## config.mk

```make
export PLATFORM = sky130hd
export DESIGN_NAME = fetch_unit_flat
export DESIGN_NICKNAME = d
export VERILOG_FILES = /design/src/rtl/fetch_unit_if.sv /design/src/rtl/fetch_unit.sv /design/src/flat_wrapper.sv
export SDC_FILE = /design/constraint.sdc
export NUM_CORES = 1
export LEC_CHECK = 0
export ABC_AREA = 1
export CORE_ASPECT_RATIO = 0.75
export CORE_UTILIZATION = 50
export DETAILED_ROUTE_END_ITERATION = 10
export PLACE_DENSITY = 0.73
export SKIP_LAST_GASP = 1
export SLEW_MARGIN = 20
export SYNTH_ARGS = -nofsm -noshare
export SYNTH_HDL_FRONTEND = slang
export SYNTH_SLANG_ARGS = --single-unit
```

## constraint.sdc

```tcl
create_clock -name clk -period 3.67 [get_ports clk]
set_clock_uncertainty 0.1 [all_clocks]
set_input_delay 0.734 -clock clk [delete_from_list [all_inputs] [get_ports clk]]
set_output_delay 0.734 -clock clk [all_outputs]
set_load 0.02 [all_outputs]
```

## src/rtl/fetch_unit_if.sv

```systemverilog
// Fetch-stage bus bundle: the ROM read port plus the core instruction handshake.
// Latency: none, this is wiring only.
// Backpressure: instr_ready from the core. The ROM side has no stall.
//
// Signals:
//   rom_addr       fetch -> ROM   word address, registered inside the fetch unit
//   rom_q          ROM -> fetch   data for the address presented one cycle earlier
//   redirect_valid core -> fetch  PC change request (flushes the prefetch buffer)
//   redirect_pc    core -> fetch  redirect target
//   instr_valid    fetch -> core  head of the prefetch buffer is valid
//   instr_ready    core -> fetch  core takes the head this cycle
//   instr_data     fetch -> core  head instruction word
//   instr_pc       fetch -> core  word address of the head instruction
// master = fetch unit side, slave = ROM/core side.
interface fetch_unit_if #(
    parameter int ADDR_WIDTH = 7,
    parameter int DATA_WIDTH = 32
);
    logic [ADDR_WIDTH-1:0] rom_addr;
    logic [DATA_WIDTH-1:0] rom_q;
    logic                  redirect_valid;
    logic [ADDR_WIDTH-1:0] redirect_pc;
    logic                  instr_valid;
    logic                  instr_ready;
    logic [DATA_WIDTH-1:0] instr_data;
    logic [ADDR_WIDTH-1:0] instr_pc;

    modport master (
        output rom_addr,
        input  rom_q,
        input  redirect_valid,
        input  redirect_pc,
        output instr_valid,
        input  instr_ready,
        output instr_data,
        output instr_pc
    );

    modport slave (
        input  rom_addr,
        output rom_q,
        output redirect_valid,
        output redirect_pc,
        input  instr_valid,
        output instr_ready,
        input  instr_data,
        input  instr_pc
    );
endinterface

```

## src/rtl/fetch_unit.sv

```systemverilog
// Instruction fetch stage: drives ROM word addresses and buffers {pc, data} in a small prefetch FIFO.
// Latency: 2 cycles from address issue to instr_valid. Sustains 1 instr/cycle with instr_ready held high.
// Backpressure: stops issuing addresses when buffered + in-flight entries would exceed FIFO_DEPTH.
//
// Ports:
//   clk, rst       clock and synchronous active-high reset
//   bus (master)   ROM read port, redirect request and core instruction handshake (see fetch_unit_if)
//   halted         every fetch up to LAST_PC has been consumed and nothing is pending
//   perf_fetched   (FETCH_PERF_EN only) saturating count of instructions handed to the core
//   perf_flushes   (FETCH_PERF_EN only) saturating count of redirect cycles
// Optional feature macro: FETCH_PERF_EN adds the two performance counters.
// ADDR_WIDTH/DATA_WIDTH must match the parameters of the connected interface instance.
// FIFO_DEPTH legal range is 2..16.
module fetch_unit #(
    parameter int ADDR_WIDTH = 7,
    parameter int DATA_WIDTH = 32,
    parameter int FIFO_DEPTH = 4,
    parameter int LAST_PC    = 2**ADDR_WIDTH - 1,
    parameter int START_PC   = 0
) (
    input  logic              clk,
    input  logic              rst,
    fetch_unit_if.master      bus,
    output logic              halted
`ifdef FETCH_PERF_EN
    ,
    output logic [31:0]       perf_fetched,
    output logic [15:0]       perf_flushes
`endif
);

    localparam int CW = $clog2(FIFO_DEPTH + 1);
    localparam int PW = $clog2(FIFO_DEPTH);

    localparam logic [ADDR_WIDTH-1:0] LAST_ADDR  = ADDR_WIDTH'(LAST_PC);
    localparam logic [ADDR_WIDTH-1:0] START_ADDR = ADDR_WIDTH'(START_PC);
    localparam logic [CW:0]           DEPTH_OCC  = (CW+1)'(FIFO_DEPTH);
    localparam logic [PW-1:0]         LAST_IDX   = PW'(FIFO_DEPTH - 1);

    // ------------------------------------------------------------------
    // State
    // ------------------------------------------------------------------
    logic [ADDR_WIDTH-1:0] pc_q;
    logic                  done_q;
    logic                  inflight_q;
    logic [ADDR_WIDTH-1:0] inflight_pc_q;

    logic [CW-1:0]         count_q;
    logic [PW-1:0]         rd_ptr_q;
    logic [PW-1:0]         wr_ptr_q;

    logic [ADDR_WIDTH-1:0] mem_pc   [FIFO_DEPTH];
    logic [DATA_WIDTH-1:0] mem_data [FIFO_DEPTH];

    // ------------------------------------------------------------------
    // Handshake decode
    // ------------------------------------------------------------------
    logic          head_vld;
    logic          pop;
    logic          push;
    logic          issue;
    logic [CW:0]   occ_next;

    assign head_vld = (count_q != '0);

    // A redirect flushes the head, so a same-cycle accept is not a pop.
    assign pop  = head_vld & bus.instr_ready & ~bus.redirect_valid;

    // The ROM answer for last cycle's address lands now; a redirect discards it.
    assign push = inflight_q & ~bus.redirect_valid;

    // Slots that will be taken after this edge if nothing new is issued.
    // pop implies count_q >= 1, so this never underflows.
    assign occ_next = {1'b0, count_q} + (CW+1)'(inflight_q) - (CW+1)'(pop);

    assign issue = ~done_q & ~bus.redirect_valid & (occ_next < DEPTH_OCC);

    // ------------------------------------------------------------------
    // PC / request tracking
    // ------------------------------------------------------------------
    always_ff @(posedge clk) begin
        if (rst) begin
            pc_q          <= START_ADDR;
            done_q        <= 1'b0;
            inflight_q    <= 1'b0;
            inflight_pc_q <= START_ADDR;
        end else if (bus.redirect_valid) begin
            pc_q       <= bus.redirect_pc;
            // A target beyond the last fetchable word leaves nothing to do.
            done_q     <= (bus.redirect_pc > LAST_ADDR);
            inflight_q <= 1'b0;
        end else if (issue) begin
            inflight_q    <= 1'b1;
            inflight_pc_q <= pc_q;
            // Park on LAST_PC instead of incrementing so pc_q never wraps.
            if (pc_q == LAST_ADDR) begin
                done_q <= 1'b1;
            end else begin
                pc_q <= pc_q + ADDR_WIDTH'(1);
            end
        end else begin
            inflight_q <= 1'b0;
        end
    end

    // ------------------------------------------------------------------
    // Prefetch FIFO control
    // ------------------------------------------------------------------
    function automatic logic [PW-1:0] ptr_inc(input logic [PW-1:0] p);
        // Explicit wrap so non-power-of-two depths work.
        return (p == LAST_IDX) ? '0 : p + PW'(1);
    endfunction

    always_ff @(posedge clk) begin
        if (rst || bus.redirect_valid) begin
            count_q  <= '0;
            rd_ptr_q <= '0;
            wr_ptr_q <= '0;
        end else begin
            if (push) begin
                wr_ptr_q <= ptr_inc(wr_ptr_q);
            end
            if (pop) begin
                rd_ptr_q <= ptr_inc(rd_ptr_q);
            end
            case ({push, pop})
                2'b10:   count_q <= count_q + CW'(1);
                2'b01:   count_q <= count_q - CW'(1);
                default: count_q <= count_q;
            endcase
        end
    end

    // Storage carries no reset: entries are only observed while counted valid.
    always_ff @(posedge clk) begin
        if (push) begin
            mem_pc[wr_ptr_q]   <= inflight_pc_q;
            mem_data[wr_ptr_q] <= bus.rom_q;
        end
    end

    // ------------------------------------------------------------------
    // Outputs
    // ------------------------------------------------------------------
    assign bus.rom_addr    = pc_q;
    assign bus.instr_valid = head_vld;
    assign bus.instr_data  = mem_data[rd_ptr_q];
    assign bus.instr_pc    = mem_pc[rd_ptr_q];

    assign halted = done_q & ~inflight_q & (count_q == '0);

`ifdef FETCH_PERF_EN
    // ------------------------------------------------------------------
    // Performance counters (saturating)
    // ------------------------------------------------------------------
    logic [31:0] fetched_q;
    logic [15:0] flushes_q;

    always_ff @(posedge clk) begin
        if (rst) begin
            fetched_q <= '0;
            flushes_q <= '0;
        end else begin
            if (pop && (fetched_q != '1)) begin
                fetched_q <= fetched_q + 32'd1;
            end
            if (bus.redirect_valid && (flushes_q != '1)) begin
                flushes_q <= flushes_q + 16'd1;
            end
        end
    end

    assign perf_fetched = fetched_q;
    assign perf_flushes = flushes_q;
`endif

endmodule
```

## src/flat_wrapper.sv

```systemverilog
// flat-port wrapper written by rule: the top's interface ports become plain ports
module fetch_unit_flat 
#(
    parameter int ADDR_WIDTH = 7,
    parameter int DATA_WIDTH = 32,
    parameter int FIFO_DEPTH = 4,
    parameter int LAST_PC    = 2**ADDR_WIDTH - 1,
    parameter int START_PC   = 0
)
  (clk, rst, halted, bus_rom_addr, bus_rom_q, bus_redirect_valid, bus_redirect_pc, bus_instr_valid, bus_instr_ready, bus_instr_data, bus_instr_pc);
  fetch_unit_if #(.ADDR_WIDTH(ADDR_WIDTH), .DATA_WIDTH(DATA_WIDTH)) bus_i ();
  input  logic clk;
  input  logic rst;
  output logic halted;
  output wire logic [$bits(bus_i.rom_addr)-1:0] bus_rom_addr;
  input wire logic [$bits(bus_i.rom_q)-1:0] bus_rom_q;
  input wire logic [$bits(bus_i.redirect_valid)-1:0] bus_redirect_valid;
  input wire logic [$bits(bus_i.redirect_pc)-1:0] bus_redirect_pc;
  output wire logic [$bits(bus_i.instr_valid)-1:0] bus_instr_valid;
  input wire logic [$bits(bus_i.instr_ready)-1:0] bus_instr_ready;
  output wire logic [$bits(bus_i.instr_data)-1:0] bus_instr_data;
  output wire logic [$bits(bus_i.instr_pc)-1:0] bus_instr_pc;
  assign bus_rom_addr = bus_i.rom_addr;
  assign bus_i.rom_q = bus_rom_q;
  assign bus_i.redirect_valid = bus_redirect_valid;
  assign bus_i.redirect_pc = bus_redirect_pc;
  assign bus_instr_valid = bus_i.instr_valid;
  assign bus_i.instr_ready = bus_instr_ready;
  assign bus_instr_data = bus_i.instr_data;
  assign bus_instr_pc = bus_i.instr_pc;
  fetch_unit #(.ADDR_WIDTH(ADDR_WIDTH), .DATA_WIDTH(DATA_WIDTH), .FIFO_DEPTH(FIFO_DEPTH), .LAST_PC(LAST_PC), .START_PC(START_PC)) u_core (.clk(clk), .rst(rst), .bus(bus_i), .halted(halted));
endmodule
```

After elaboration in Yosys (flattened, before gate mapping). Memory sizes are Yosys's and may differ from the RTL's. A register that Yosys moved wholly into a read port is not among the register bits. Cells that the tools add are included.

Input bits: 43. ROM bits: 0. Register bits: 23. Bits in writable memories: 156. Memories: 2. Word-level logic and storage cells: 60. Bits in latches: 0.

Divide/modulo/power cells: 0. Muxes and demuxes: 16. Magnitude comparators: 2. Bitwise gates (word level): 10. Multiply operators: 0. Reductions and logical operators: 10. Shift operators: 0. Add/subtract/negate cells: 7. Equality and inequality tests: 6.

Memory list: u_core.mem_data (words 4, width 32, rd ports 1, clocked after Yosys merged registers in 1, write ports 1, RTL line fetch_unit.sv:53) `logic [DATA_WIDTH-1:0] mem_data [FIFO_DEPTH];`; u_core.mem_pc (words 4, width 7, rd ports 1, clocked after Yosys merged registers in 1, write ports 1, RTL line fetch_unit.sv:52) `logic [ADDR_WIDTH-1:0] mem_pc [FIFO_DEPTH];`.

Operator list (count): $mux W7 (3); $mux W2 (6); $add A7 B1 Y7 const B (1); $and A1 B1 Y1 (7); $eq A7 B7 Y1 const B (1); $gt A7 B7 Y1 const B (1); $eq A2 B2 Y1 const B (3); $mux W1 (6); $pmux W3 S2 (1); $reduce_and A2 Y1 (3); $reduce_bool A2 Y1 (3); $add A2 B1 Y2 const B (2); $add A3 B1 Y4 (1); $lt A4 B3 Y1 const B (1); $sub A4 B1 Y4 (1); $add A3 B1 Y3 const B (1); $logic_not A3 Y1 (1); $not A1 Y1 (3); $reduce_bool A3 Y1 (1); $sub A3 B1 Y3 const B (1); $eq A2 B1 Y1 const B (1); $ne A2 B2 Y1 const B (1); $reduce_or A2 Y1 (1); $logic_or A1 B1 Y1 (1).

Depth between registers and ports, before layout.
Word-level depth: 8. Depth in mapped cells: 17.

Worst setup path before layout. No wires, ideal clock.

Kind: input -> register. Start point: input bus_redirect_valid. End point: memory u_core.mem_data[0][0] (enable). Stages: 4. Setup time: 0.435 ns. Slack: 0.247 ns. Data required time: 3.135 ns. Arrival time: 2.888 ns. Cell sequence: inv_1 > buf_2 > nand2_2 > nor2_1.

Word-level cells in the longest chain between the ends: 4.

RTL lines: start: declaration (RTL line flat_wrapper.sv:17) `input wire logic [$bits(bus_i.redirect_valid)-1:0] bus_redirect_valid;`; $not A1 Y1 (RTL line fetch_unit.sv:70) `assign push = inflight_q & ~bus.redirect_valid;`; $and A1 B1 Y1 (RTL line fetch_unit.sv:70); $mux W1 (RTL line fetch_unit.sv:136) `if (push) begin`; $mux W1 (implied by the code) (RTL line fetch_unit.sv:138) `mem_data[wr_ptr_q] <= bus.rom_q;`; end: declaration (RTL line fetch_unit.sv:53).

No other way between the ends.

==> flow_metrics.env <==
export IMPL_power_density_nw_per_um2=479
export IMPL_synth_most_common_cell="edfxtp_1"
export IMPL_vias_per_cell=5.48
export IMPL_ctsResizeCount=0
export IMPL_cap_violations=0
export IMPL_ys_warnings_count=0
export IMPL_hold_path_class="reg2reg"
export IMPL_grt_pass1_wl_um=22900
export IMPL_dp_cells=829
export IMPL_use_met3_pct=3.77
export IMPL_slew_headroom_pct=73.0
export IMPL_drive_above_1_share_pct=9.33
export IMPL_cp_common_cell="buf_4"
export IMPL_cts_root_buffer="clkbuf_16"
export IMPL_finalSetupTns_ns=0
export IMPL_dieHeight_um=106
export IMPL_ys_types=30
export IMPL_required_ns=2.84
export IMPL_routabilityCongestion=0.845
export IMPL_syn_area_um2=7150
export IMPL_syn_to_final_growth_pct=24.1
export IMPL_crit_path_top_delay_cell="clkdlybuf4s50_1"
export IMPL_ys_seq_area_share_pct=72.5
export IMPL_cts_tree="done"
export IMPL_timing_final_crit_share_pct=88.3
export IMPL_diodes=0
export IMPL_nNetsFinal=727
export IMPL_hold_viol_final=0
export IMPL_avgSynthCellArea_um2=12.4
export IMPL_clk_latency_ns=0.43
export IMPL_grt_max_degree=41
export IMPL_synthArstFlopShare_pct=0
export IMPL_synth_net_count=632
export IMPL_antenna_found_initial=0
export IMPL_clkTransAtPathRegs_ns=0.07
export IMPL_critPathLaunchType="register"
export IMPL_synth_area_leaders="edfxtp_1 66%, dfxtp_1 7.0%, o21ai_0 6.5%"
export IMPL_place_ws_ns=0.446
export IMPL_path_class="reg2out"
export IMPL_cts_buffer_depth=2
export IMPL_fmax_ghz=0.309
export IMPL_first_global_vias=4512
export IMPL_worst_slew_pin_slew_ns=0.405
export IMPL_p_total_w=0.00425
export IMPL_rsz0062_at_grt="no"
export IMPL_slowest_delay_ns=0.66
export IMPL_status="finished clean"
export IMPL_dr_pass1_iters=5
export IMPL_worstPathMaxFanout=25
export IMPL_die_area_um2=14800
export IMPL_wl_per_cell_um=16.9
export IMPL_yosys_register_bits=181
export IMPL_core_um2=13800
export IMPL_setup_violations=0
export IMPL_end_kind="primary output"
export IMPL_drt_iter0_markers=324
export IMPL_hpwl_um=8710
export IMPL_crit_chain="buf_4 -> inv_1 -> buf_4 -> o21ai_0 -> o22ai_1 -> clkdlybuf4s50_1"
export IMPL_num_rows=37
export IMPL_die_x_um=140
export IMPL_ys_flop_type="edfxtp_1"
export IMPL_ctsHoldBuffers=0
export IMPL_setup_ws_ns=0.430
export IMPL_drt_wl_total_um=14500
export IMPL_syn_inst=578
export IMPL_htree_levels=4
export IMPL_postCtsSetupBuffers=0
export IMPL_synth_top_area_share_pct=65.5
export IMPL_synth_top_cell_by_area="edfxtp_1"
export IMPL_dr_total_vias=4716
export IMPL_drc=0
export IMPL_grtUsageMet1_pct=27.1
export IMPL_ir_drop_uv=356
export IMPL_ant_nets=0
export IMPL_io_pins=91
export IMPL_grt_remaining_overflow=0
export IMPL_layout_min_cycle_time_ns=3.24
export IMPL_final_cells=861
export IMPL_synth_common_cells="156 x edfxtp_1, 102 x nor2_1, 93 x o21ai_0"
export IMPL_cts_sinks=181
export IMPL_met2_usage_pct=34.1
export IMPL_start_util_pct=51.6
export IMPL_busiest_layer="met2"
export IMPL_critPathArrivalTime_ns=2.41
export IMPL_p_leak_nw=3.11
export IMPL_port_buffers=90
export IMPL_fill_cells=1040
export IMPL_synth_edf_count=156
export IMPL_maxSlewViolCount=0
export IMPL_grt_total_usage_pct=20.6
export IMPL_numCtsBuffers=17
## sequential cells by signal (all words and copies together), names as in the netlist, named ones only
register / count
u_core.bus.rom_addr: 7
u_core.count_q: 3
u_core.done_q: 1
u_core.inflight_pc_q: 7
u_core.inflight_q: 1
u_core.mem_data: 128
u_core.mem_pc: 28
u_core.rd_ptr_q: 2
u_core.wr_ptr_q: 2
## critical path: cells and delay by family, from the launching register on
family,cells,cell delay [ns]
flops,1,0.33
compound gates,2,0.38
buf+inv,4,1.26
## power breakdown
| part | leakage (nW) | total (W) | internal, W | switching [W] |
|---|---|---|---|---|
| clock network | 0.264 | 0.00167 | 0.000883 | 0.000787 |
| logic | 1.23 | 0.000282 | 0.000129 | 0.000153 |
| registers | 1.62 | 0.00230 | 0.00227 | 0.0000267 |
## routing by layer
metal / vias up / routed length (um)
met3: 13 / 724
li1: 2263 / -
met5: - / 0
met2: 124 / 7130
met4: 0 / 172
met1: 2316 / 6490
## stage by stage
step                area [um^2]  utilization, %  hold slack [ns]
finish                     8870            64.1            0.391
global route               8870            64.1            0.424
CTS                        8870            64.1            0.389
detailed placement         8330            60.2            0.377
global placement           8330            60.2            0.374
floorplan                  7150               -            0.350
## final timing paths
kind / endpoint / start / slack (ns) / cells past startpoint
max: bus_instr_data[24] / register / 0.43 / 6
min: u_core.done_q / u_core.done_q / 0.39 / 2
max reg2reg: u_core.bus.rom_addr[2] / u_core.count_q[0] / 1.28 / 16
min reg2reg: u_core.done_q / u_core.done_q / 0.39 / 2
## logic make-up (layout without fill, tap and decap cells)
logic type	Yosys count	in the layout	share of synthesized area, %
and+or+nand+nor	161	161	9.61
adders and majority gates	11	11	2.03
xor gates and xnor gates	2	2	0.245
AOI/OAI and AO/OA	153	153	11.6
buffers and inverters	70	178	4.04
DFF	181	181	72.5
## layout by cell type, fill, tap and decap left out, types with 11 or more instances in the layout
| cell | count |
|---|---|
| clkbuf_16 | 17 |
| inv_1 | 37 |
| a21oi_1 | 15 |
| edfxtp_1 | 156 |
| dfxtp_1 | 24 |
| o21ai_0 | 93 |
| buf_4 | 11 |
| nor2_1 | 98 |
| o22ai_1 | 40 |
| nand2_1 | 30 |
| clkdlybuf4s50_1 | 90 |
| nand3_1 | 13 |
## final cells by class
| type | count | area [um^2] | area share (%) |
|---|---|---|---|
| inverter | 41 | 154 | 1.73 |
| clock inverter | 15 | 120 | 1.35 |
| tap | 175 | 219 | 2.47 |
| timing repair buffer | 105 | 1060 | 12.0 |
| sequential | 181 | 5190 | 58.4 |
| multi-input combinational | 327 | 1710 | 19.2 |
| clock buffer | 17 | 425 | 4.79 |
No activity file was read; power rests on OpenSTA's default activity.
